File: src/rtl/convex_pt_feeder_pkg.sv
// -----------------------------------------------------------------------------
// convex_pt_feeder_pkg
// Shared constants, the point-serialisation phase encoding and the nibble
// selector used by the hull-engine point feeder.
// No ports (package).
// -----------------------------------------------------------------------------
package convex_pt_feeder_pkg;

  localparam int COORD_W = 10;
  localparam int NIB_W   = 5;
  localparam int PT_W    = 2 * COORD_W;   // point stored as {X, Y}

  typedef enum logic [1:0] {
    PH_XHI = 2'd0,
    PH_XLO = 2'd1,
    PH_YHI = 2'd2,
    PH_YLO = 2'd3
  } phase_t;

  // Nibble sent to the engine for a given phase of point {X, Y}.
  function automatic logic [NIB_W-1:0] pt_nibble(input logic [PT_W-1:0] pt,
                                                 input phase_t ph);
    logic [NIB_W-1:0] nib;
    nib = '0;
    case (ph)
      PH_XHI: nib = pt[19:15];
      PH_XLO: nib = pt[14:10];
      PH_YHI: nib = pt[9:5];
      PH_YLO: nib = pt[4:0];
      default: nib = '0;
    endcase
    return nib;
  endfunction

endpackage

File: src/rtl/convex_pt_feeder_pt_fifo.sv
// -----------------------------------------------------------------------------
// pt_fifo
// Point FIFO for the feeder. Head entry is presented combinationally on
// o_head; a push into a full FIFO and a pop from an empty FIFO are ignored.
// Ports:
//   CLK, RST          clock, async active-high reset (empties the FIFO)
//   i_push / i_data   write request and data
//   i_pop             read request (advances head)
//   o_head            current head entry
//   o_full / o_empty  occupancy flags
// -----------------------------------------------------------------------------
module pt_fifo
  import convex_pt_feeder_pkg::*;
#(
  parameter int DEPTH = 16,
  parameter int W     = PT_W
) (
  input  logic         CLK,
  input  logic         RST,
  input  logic         i_push,
  input  logic [W-1:0] i_data,
  input  logic         i_pop,
  output logic [W-1:0] o_head,
  output logic         o_full,
  output logic         o_empty
);

  localparam int AW = $clog2(DEPTH);

  logic [W-1:0]  r_mem [DEPTH];
  logic [AW-1:0] r_wr_ptr;
  logic [AW-1:0] r_rd_ptr;
  logic [AW:0]   r_count;
  logic          w_do_push;
  logic          w_do_pop;

  assign o_full    = (r_count == (AW+1)'(DEPTH));
  assign o_empty   = (r_count == '0);
  assign w_do_push = i_push && !o_full;
  assign w_do_pop  = i_pop && !o_empty;
  assign o_head    = r_mem[r_rd_ptr];

  // Storage needs no reset; the pointers alone define validity.
  always_ff @(posedge CLK) begin
    if (w_do_push) r_mem[r_wr_ptr] <= i_data;
  end

  always_ff @(posedge CLK or posedge RST) begin
    if (RST) begin
      r_wr_ptr <= '0;
      r_rd_ptr <= '0;
      r_count  <= '0;
    end else begin
      if (w_do_push) r_wr_ptr <= r_wr_ptr + AW'(1);
      if (w_do_pop)  r_rd_ptr <= r_rd_ptr + AW'(1);
      case ({w_do_push, w_do_pop})
        2'b10:   r_count <= r_count + (AW+1)'(1);
        2'b01:   r_count <= r_count - (AW+1)'(1);
        default: r_count <= r_count;
      endcase
    end
  end

endmodule

File: src/rtl/convex_pt_feeder.sv
// -----------------------------------------------------------------------------
// convex_pt_feeder
// Host-side partner of the convex-hull engine. Buffers (X,Y) points, serialises
// each as four 5-bit nibbles (X hi, X lo, Y hi, Y lo) on READ_PT requests, and
// monitors the engine's dropped-point outputs.
// Ports:
//   CLK, RST                  clock, async active-high reset
//   IN_VALID/IN_READY/IN_X/Y  upstream point handshake
//   READ_PT / PT_XY           engine nibble request / registered nibble
//   DROP_V/DROP_X/DROP_Y      engine drop report
//   DROP_CNT                  saturating drop counter
//   LAST_DX/LAST_DY           most recently dropped point
//   UNDERRUN                  sticky: point requested with FIFO empty
// -----------------------------------------------------------------------------
module convex_pt_feeder
  import convex_pt_feeder_pkg::*;
#(
  parameter int DEPTH = 16,
  parameter int CNT_W = 8
) (
  input  logic               CLK,
  input  logic               RST,
  input  logic               IN_VALID,
  output logic               IN_READY,
  input  logic [COORD_W-1:0] IN_X,
  input  logic [COORD_W-1:0] IN_Y,
  input  logic               READ_PT,
  output logic [NIB_W-1:0]   PT_XY,
  input  logic               DROP_V,
  input  logic [COORD_W-1:0] DROP_X,
  input  logic [COORD_W-1:0] DROP_Y,
  output logic [CNT_W-1:0]   DROP_CNT,
  output logic [COORD_W-1:0] LAST_DX,
  output logic [COORD_W-1:0] LAST_DY,
  output logic               UNDERRUN
);

  logic [PT_W-1:0]    w_head;
  logic               w_full;
  logic               w_empty;
  logic               w_pop;

  phase_t             r_phase;
  logic [PT_W-1:0]    r_cur;
  logic [NIB_W-1:0]   r_pt_xy;
  logic               r_underrun;
  logic [CNT_W-1:0]   r_drop_cnt;
  logic [COORD_W-1:0] r_last_dx;
  logic [COORD_W-1:0] r_last_dy;

  // Ready depends only on stored occupancy, never on READ_PT.
  assign IN_READY = !w_full;
  // A pop on an empty FIFO is discarded inside the FIFO (no bypass).
  assign w_pop    = READ_PT && (r_phase == PH_XHI);

  pt_fifo #(
    .DEPTH (DEPTH),
    .W     (PT_W)
  ) u_fifo (
    .CLK     (CLK),
    .RST     (RST),
    .i_push  (IN_VALID),
    .i_data  ({IN_X, IN_Y}),
    .i_pop   (w_pop),
    .o_head  (w_head),
    .o_full  (w_full),
    .o_empty (w_empty)
  );

  // Phase sequencer: the phase register is the state.
  always_ff @(posedge CLK or posedge RST) begin
    if (RST) begin
      r_phase    <= PH_XHI;
      r_cur      <= '0;
      r_pt_xy    <= '0;
      r_underrun <= 1'b0;
    end else if (READ_PT) begin
      case (r_phase)
        PH_XHI: begin
          if (!w_empty) begin
            r_cur   <= w_head;
            r_pt_xy <= pt_nibble(w_head, PH_XHI);
            r_phase <= PH_XLO;
          end else begin
            r_pt_xy    <= '0;
            r_underrun <= 1'b1;
          end
        end
        default: begin
          r_pt_xy <= pt_nibble(r_cur, r_phase);
          r_phase <= phase_t'(r_phase + 2'd1);
        end
      endcase
    end
  end

  always_ff @(posedge CLK or posedge RST) begin
    if (RST) begin
      r_drop_cnt <= '0;
      r_last_dx  <= '0;
      r_last_dy  <= '0;
    end else if (DROP_V) begin
      if (r_drop_cnt != '1) r_drop_cnt <= r_drop_cnt + CNT_W'(1);
      r_last_dx <= DROP_X;
      r_last_dy <= DROP_Y;
    end
  end

  assign PT_XY    = r_pt_xy;
  assign UNDERRUN = r_underrun;
  assign DROP_CNT = r_drop_cnt;
  assign LAST_DX  = r_last_dx;
  assign LAST_DY  = r_last_dy;

endmodule

File: config.mk
export PLATFORM = sky130hd
export DESIGN_NAME = convex_pt_feeder
export DESIGN_NICKNAME = d
export VERILOG_FILES = /design/src/rtl/convex_pt_feeder_pkg.sv /design/src/rtl/convex_pt_feeder_pt_fifo.sv /design/src/rtl/convex_pt_feeder.sv
export SDC_FILE = /design/constraint.sdc
export NUM_CORES = 1
export LEC_CHECK = 0
export ABC_AREA = 1
export BUFFER_PORTS_ARGS = -buffer_cell sky130_fd_sc_hd__clkbuf_2
export CAP_MARGIN = 20
export CORE_MARGIN = 2
export CORE_UTILIZATION = 56
export CTS_BUF_LIST = sky130_fd_sc_hd__clkbuf_4 sky130_fd_sc_hd__clkbuf_8
export DETAILED_ROUTE_END_ITERATION = 10
export PLACE_DENSITY_LB_ADDON = 0.2
export RECOVER_POWER = 50
export SLEW_MARGIN = 25
export SYNTH_ARGS = -nofsm -noshare
export SYNTH_HDL_FRONTEND = slang
export SYNTH_HIERARCHICAL = 1
export SYNTH_SLANG_ARGS = --single-unit
File: constraint.sdc
create_clock -name CLK -period 3.05 [get_ports CLK]
set_clock_uncertainty 0.05 [all_clocks]
set_input_delay 0.61 -clock CLK [delete_from_list [all_inputs] [get_ports CLK]]
set_output_delay 0.61 -clock CLK [all_outputs]
set_load 0.02 [all_outputs]
==> run summary, run 1 <==
initial antenna violation count: 0
largest net degree at the start of global routing: 82
Final setup viols: 0
DRT iter0 DRCs: 1141
Hold Violations, Final: 0
Post-CTS Setup Inserts: 0
area leader, netlist: edfxtp_1
htree depth: 2
f_max: 374.9 MHz
Leak Pwr: 8.241 nW
n_diodes: 0
layout cells sized above 1: 12.47%
Slew Limit Fails: 0
synth top area cells: edfxtp_1 (58%), nand2_1 (15%), dfrtp_1 (9.7%), nand3_1 (4.3%), inv_1 (3.9%)
CP max-delay cell: dfrtp_1
DR vias: 11590
die width: 176.0 um
Skew-Pair Late Insertion Delay: 0.61 ns
status: complete, no violations
post-synth top area share: 58.00%
met3 Track Usage GR: 5.125%
die extent in y: 176.0 um
CP Max Fanout: 6
clock-pin slew on the worst setup and hold paths: 0.07 ns
Worst Path Arrival: 3.10 ns
worst r2r src: r_phase[0]$_DFFE_PP0P_
Die Footprint: 30980 sq um
Multi-input gate area: 4379 sq um
unrepaired setup endpoints after global routing: no
hpwl dp: 23.05 mm
cell count after synthesis: 1659
wire per inst: 17.29 um
CP Launch Type: flop
R2R depth: 17
Ys Warns: 6
initial core utilization: 57.26%
Routed Antenna Nets: 0
clk buf depth: 3
Std-Cell Core Area: 28940 sq um
Tightest Pin Transition: 1.358 ns
register area: 11220 sq um
Post-CTS Hold Fix Bufs: 0
Crit Path Class: flop to flop
dpl cells: 2088
data required time at the worst endpoint: 3.48 ns
top-level port count: 80
Area growth syn-to-layout: 12.94%
critical-path cell list: inv_1, ha_1, nand2_1, inv_1, nand2_1, inv_1, ha_1, inv_1, fa_1, inv_1, nand2_1, nand2_1, nand2_1, nand2_1, nand2_1, nand2_1, nand2_1
residual DRC count: 0
Total GRT Usage: 25.10%
met2 GRT Util: 39.71%
vias in the first global route: 11000
Crit. End Element: flop
Seq/Total Area, Yosys: 67.66%
fin nets: 1826
HP Class: primary input to asynchronous set/reset pin
clock buffer count from CTS: 61
Post-Syn Area: 16570 sq um
Final Critical Period: 2.667 ns
CP max stage delay: 0.40 ns
Fill cells: 2275
GR peak layer: met2
Sink Count: 384
GRT overflow: 0
pwr/cell area: 882.6 nW/um^2
max cap viols: 0
first-pass GRT wire length: 59.60 mm
GPL Wtd Cong: 0.8418
Post-Route WL: 38.11 mm
CP most frequent cell: nand2_1
Gates resized, CTS repair: 0
num rows: 62
First-pass DRT Iterations: 5
Setup TNS: 0 ns
Global Route met1 Usage: 35.72%
Post-Syn Nets: 1718
TritonCTS clock tree: yes
DR vias/cell: 5.260
slack of the worst reg-to-reg path: 0.38 ns
Worst slew margin: 9.497%
Clock Tree Root: clkbuf_8
end of the worst register-to-register path: u_fifo/r_count[4]$_DFFE_PP0P_
Final Instance Count excl. Fillers: 2204
final clock period utilization by the worst path: 87.46%
Peak VDD IR: 0.0005345 V
port bufs: 79
#FFs+latches synth: 384
Yosys cell types: 30
Syn Area/Cell: 9.987 sq um
==> stage by stage <==
step	area [sq um]	util [%]	setup slack, ns	hold WS (ns)	total power, mW
global route	18710	64.67	0.1547	0.1302	17.50
CTS	18750	64.80	0.4328	0.04729	16.54
floorplan	16570	-	0.7400	0.3917	10.34
finish	18710	64.67	0.3826	0.1233	16.52
detailed placement	17480	60.40	0.4642	0.4086	12.08
global placement	17480	60.40	0.4669	0.4039	11.95
==> critical path: cells and delay by family, from the launching register on <==
family,cells,cell delay [ns]
buffers and inverters,5,0.57
adder cells (fa/ha/maj),3,0.81
AND/OR/NAND/NOR,9,0.69
flip-flops,1,0.40
==> where the power goes <==
| group | internal, mW | total (mW) | switching [mW] | leakage [nW] |
|---|---|---|---|---|
| Sequential | 6.38 | 6.79 | 0.413 | 3.67 |
| Clock | 2.47 | 4.48 | 2.01 | 0.684 |
| Combinational | 1.54 | 5.24 | 3.70 | 3.89 |
==> cell usage after synthesis, drive strengths merged <==
cell	number
o21bai	1
dfrtp	64
or2	1
o211ai	1
clkbuf	16
ha	13
o21ai	17
a31oi	3
nand3b	1
a21oi	9
buf	54
nand3	143
edfxtp	320
xor2	4
nor2	165
xnor2	4
nand4	7
fa	1
inv	176
nand2	659
==> logic make-up (layout without fill, tap and decap cells) <==
kind of cell | count (synthesis) | count (layout) | synth area share (%)
AO/OA/AOI/OAI | 31 | 31 | 1.012
adder cells (fa/ha/maj) | 14 | 14 | 1.103
XOR/XNOR | 8 | 8 | 0.4229
buffers and inverters | 246 | 407 | 6.177
flip-flops | 384 | 384 | 67.66
AND/OR/NAND/NOR | 976 | 976 | 23.62
==> layout by cell type, fill, tap and decap left out, drive strengths merged, types with 3 or more instances in the layout <==
master / count
clkinv: 30
xor2: 4
dfrtp: 64
nand3: 143
o21ai: 17
buf: 33
edfxtp: 320
a21oi: 9
ha: 13
nand4: 7
nor2: 165
clkbuf: 164
nand2: 659
xnor2: 4
bufinv: 3
a31oi: 3
inv: 177
==> worst max path at each step <==
stage	from	end	slack, ns
floorplan	READ_PT	u_fifo/r_count[4]$_DFFE_PP0P_	0.74
global placement	READ_PT	u_fifo/r_count[4]$_DFFE_PP0P_	0.47
detailed placement	READ_PT	u_fifo/r_count[4]$_DFFE_PP0P_	0.46
CTS	r_phase[1]$_DFFE_PP0P_	u_fifo/r_count[4]$_DFFE_PP0P_	0.43
global route	r_phase[0]$_DFFE_PP0P_	u_fifo/r_count[4]$_DFFE_PP0P_	0.15
finish	r_phase[0]$_DFFE_PP0P_	u_fifo/r_count[4]$_DFFE_PP0P_	0.38
==> sequential cells by signal, summed over array words and instances, names as in the netlist <==
register and cells:
DROP_CNT 8, r_phase 2, LAST_DX 10, u_fifo/r_count 5
u_fifo/r_wr_ptr 4, PT_XY 5, u_fifo/r_rd_ptr 4, LAST_DY 10
UNDERRUN 1, r_cur 15, u_fifo/r_mem 320
==> area by class of cell <==
type / count / share of cell area [%]
clock buffers: 82 / 5.530
clock inverters: 34 / 1.270
inverters: 176 / 3.537
multi-input cells: 1029 / 23.40
flip-flops and latches: 384 / 59.94
well taps: 384 / 2.568
repair buffers: 115 / 3.758
==> routing by layer <==
layer / vias to the layer above / share of wire (%)
li1: 5540 / -
met1: 5490 / 43
met2: 494 / 46
met3: 68 / 8.5
met4: 0 / 2.1
met5: - / 0
(Power assumes the default switching activity.)
==> inputs of run 2 (changes only) <==
--- a/config.mk
+++ b/config.mk
@@ -9,7 +9,7 @@
 export BUFFER_PORTS_ARGS = -buffer_cell sky130_fd_sc_hd__clkbuf_2
 export CAP_MARGIN = 20
 export CORE_MARGIN = 2
-export CORE_UTILIZATION = 56
+export CORE_UTILIZATION = 60
 export CTS_BUF_LIST = sky130_fd_sc_hd__clkbuf_4 sky130_fd_sc_hd__clkbuf_8
 export DETAILED_ROUTE_END_ITERATION = 10
 export PLACE_DENSITY_LB_ADDON = 0.2
==> run 2 against run 1 <==
  * First-iteration DRC count decreased by 4.4%
  * Final cell count decreased by 2.2%
  * Combinational power hardly changed
  * Global-route usage grew 0.94 points
  * Total power is 2.3% lower
  * Sequential power decreased by 1%
  * Wire length decreased by 3.5%
  * Via count decreased by 0.29%
==> run summary, run 2 (synthesis results as in run 1) <==
status: complete, no violations
Setup WS pre-CTS: 0.4140 ns (-0.05026 ns)
Setup TNS: 0 ns (unchanged)
f_max: 371.2 MHz (-0.98%)
Peak VDD IR: 0.0009788 V (+83%)
first-pass GRT wire length: 57.95 mm (-2.8%)
top-level port count: 80 (unchanged)
die extent in y: 170.2 um (-3.3%)
layout cells sized above 1: 12.12% (-0.35 points)
Worst Path Arrival: 3.14 ns (+0.04 ns)
Sink Count: 384 (unchanged)
Worst slew margin: 37.86% (+28 points)
num rows: 60 (-3.2%)
Min Hold Slack: 0.1146 ns (-0.008707 ns)
Clock Tree Root: clkbuf_8
Final setup viols: 0 (unchanged)
Final Critical Period: 2.694 ns (+0.02642 ns)
htree depth: 2 (unchanged)
initial antenna violation count: 0 (unchanged)
clk buf depth: 3 (unchanged)
Die Footprint: 28960 sq um (-6.5%)
Area growth syn-to-layout: 11.98%
hpwl dp: 22.07 mm (-4.3%)
Leak Pwr: 8.176 nW (-0.80%)
TritonCTS clock tree: yes
Slew Limit Fails: 0 (unchanged)
final clock period utilization by the worst path: 88.32% (+0.87 points)
GRT overflow: 0 (unchanged)
Post-CTS Setup Inserts: 0 (unchanged)
most common cell after layout, fill and taps aside: nand2_1
Biggest register: u_fifo/r_mem
most frequent cells in the layout: nand2_1 (654), edfxtp_1 (320), inv_1 (171)
fin nets: 1825 (-0.055%)
final worst slack: 0.3562 ns (-0.02642 ns)
Crit. End Element: flop
Std-Cell Core Area: 27030 sq um (-6.6%)
DR vias/cell: 5.361 (+1.9%)
die width: 170.2 um (-3.3%)
clock-pin slew on the worst setup and hold paths: 0.06 ns (about the same)
wire per inst: 17.06 um (-1.3%)
DR vias: 11560 (-0.29%)
GPL Wtd Cong: 0.8088 (-3.9%)
Post-CTS Hold Fix Bufs: 0 (unchanged)
vias in the first global route: 11040 (+0.31%)
max cap viols: 0 (unchanged)
CP Max Fanout: 6 (unchanged)
port bufs: 79 (unchanged)
pwr/cell area: 869.3 nW/um^2 (-1.5%)
Post-Route WL: 36.79 mm (-3.5%)
register area: 11220 sq um (unchanged)
residual DRC count: 0 (unchanged)
Total GRT Usage: 26.04% (+0.94 points)
Crit Path Class: flop to flop
CP Launch Type: flop
Routed Antenna Nets: 0 (unchanged)
First-pass DRT Iterations: 5 (unchanged)
max reg flops: 320 (unchanged)
clock buffer count from CTS: 60 (-1.6%)
Hold Violations, Final: 0 (unchanged)
largest registers: u_fifo/r_mem (320), r_cur (15)
Fill cells: 2013 (-12%)
unrepaired setup endpoints after global routing: no
largest net degree at the start of global routing: 202 (+150%)
Gates resized, CTS repair: 0 (unchanged)
Tightest Pin Transition: 0.9321 ns (-0.4254 ns)
Skew-Pair Late Insertion Delay: 0.60 ns (about the same)
n_diodes: 0 (unchanged)
HP Class: primary input to asynchronous set/reset pin
slack of the worst reg-to-reg path: 0.36 ns (-0.03 ns)
DRT iter0 DRCs: 1091 (-4.4%)
Multi-input gate area: 4379 sq um (unchanged)
data required time at the worst endpoint: 3.49 ns (about the same)
initial core utilization: 61.31% (+4.0 points)
[run 2: path summary, 6_finish.rpt]
path,to,start,cells after the start
max,u_fifo/r_count[4]$_DFFE_PP0P_,r_phase[0]$_DFFE_PP0P_,17
min,u_fifo/r_rd_ptr[0]$_DFFE_PP0P_,RST,2
max reg2reg,u_fifo/r_count[4]$_DFFE_PP0P_,r_phase[0]$_DFFE_PP0P_,17
min reg2reg,LAST_DY[5]$_DFFE_PP0P_,LAST_DY[5]$_DFFE_PP0P_,2
max in group asynchronous,LAST_DX[0]$_DFFE_PP0P_,RST,3
min in group CLK,LAST_DX[7]$_DFFE_PP0P_,DROP_X[7],3
[run 2: layout make-up]
cell class / instances / area share (%)
multi-input cells: 1029 / 23.60
repair buffers: 115 / 3.804
well taps: 341 / 2.300
clock inverters: 22 / 0.5125
flip-flops and latches: 384 / 60.45
clock buffers: 89 / 5.759
inverters: 176 / 3.568
[run 2: report_power, final]
part / leakage [nW] / switching (mW) / internal [mW]
clock: 0.616 / 1.92 / 2.23
combinational: 3.89 / 3.73 / 1.54
sequential: 3.67 / 0.328 / 6.38
[run 2: metal layers]
metal,track usage (%),wire [um],vias to the layer above
met4,9.067,1018,0
li1,-,-,5538
met5,0,0,-
met2,41.23,16900,489
met1,37.44,15830,5448
met3,3.767,3043,83
[run 2: through the flow]
stage	utilization (%)	cells	instance area [sq um]	power, mW
after floorplan	-	1659	16570	10.34
after global placement	64.47	2045	17420	11.90
after detailed placement	64.47	2045	17420	12.04
after CTS	68.78	2156	18590	16.18
after global routing	68.65	2156	18550	17.08
final	68.65	2156	18550	16.13
[run 2: critical path: stages, from the launching register on]
cell and delay, ns:
dfrtp_1 0.41, inv_1 0.10, ha_1 0.18, nand2_1 0.07, inv_1 0.17, nand2_1 0.20
inv_1 0.16, ha_1 0.27, inv_1 0.10, fa_1 0.38, inv_1 0.08, nand2_1 0.07
nand2_1 0.09, nand2_1 0.06, nand2_1 0.05, nand2_1 0.04, nand2_1 0.05, nand2_1 0.04
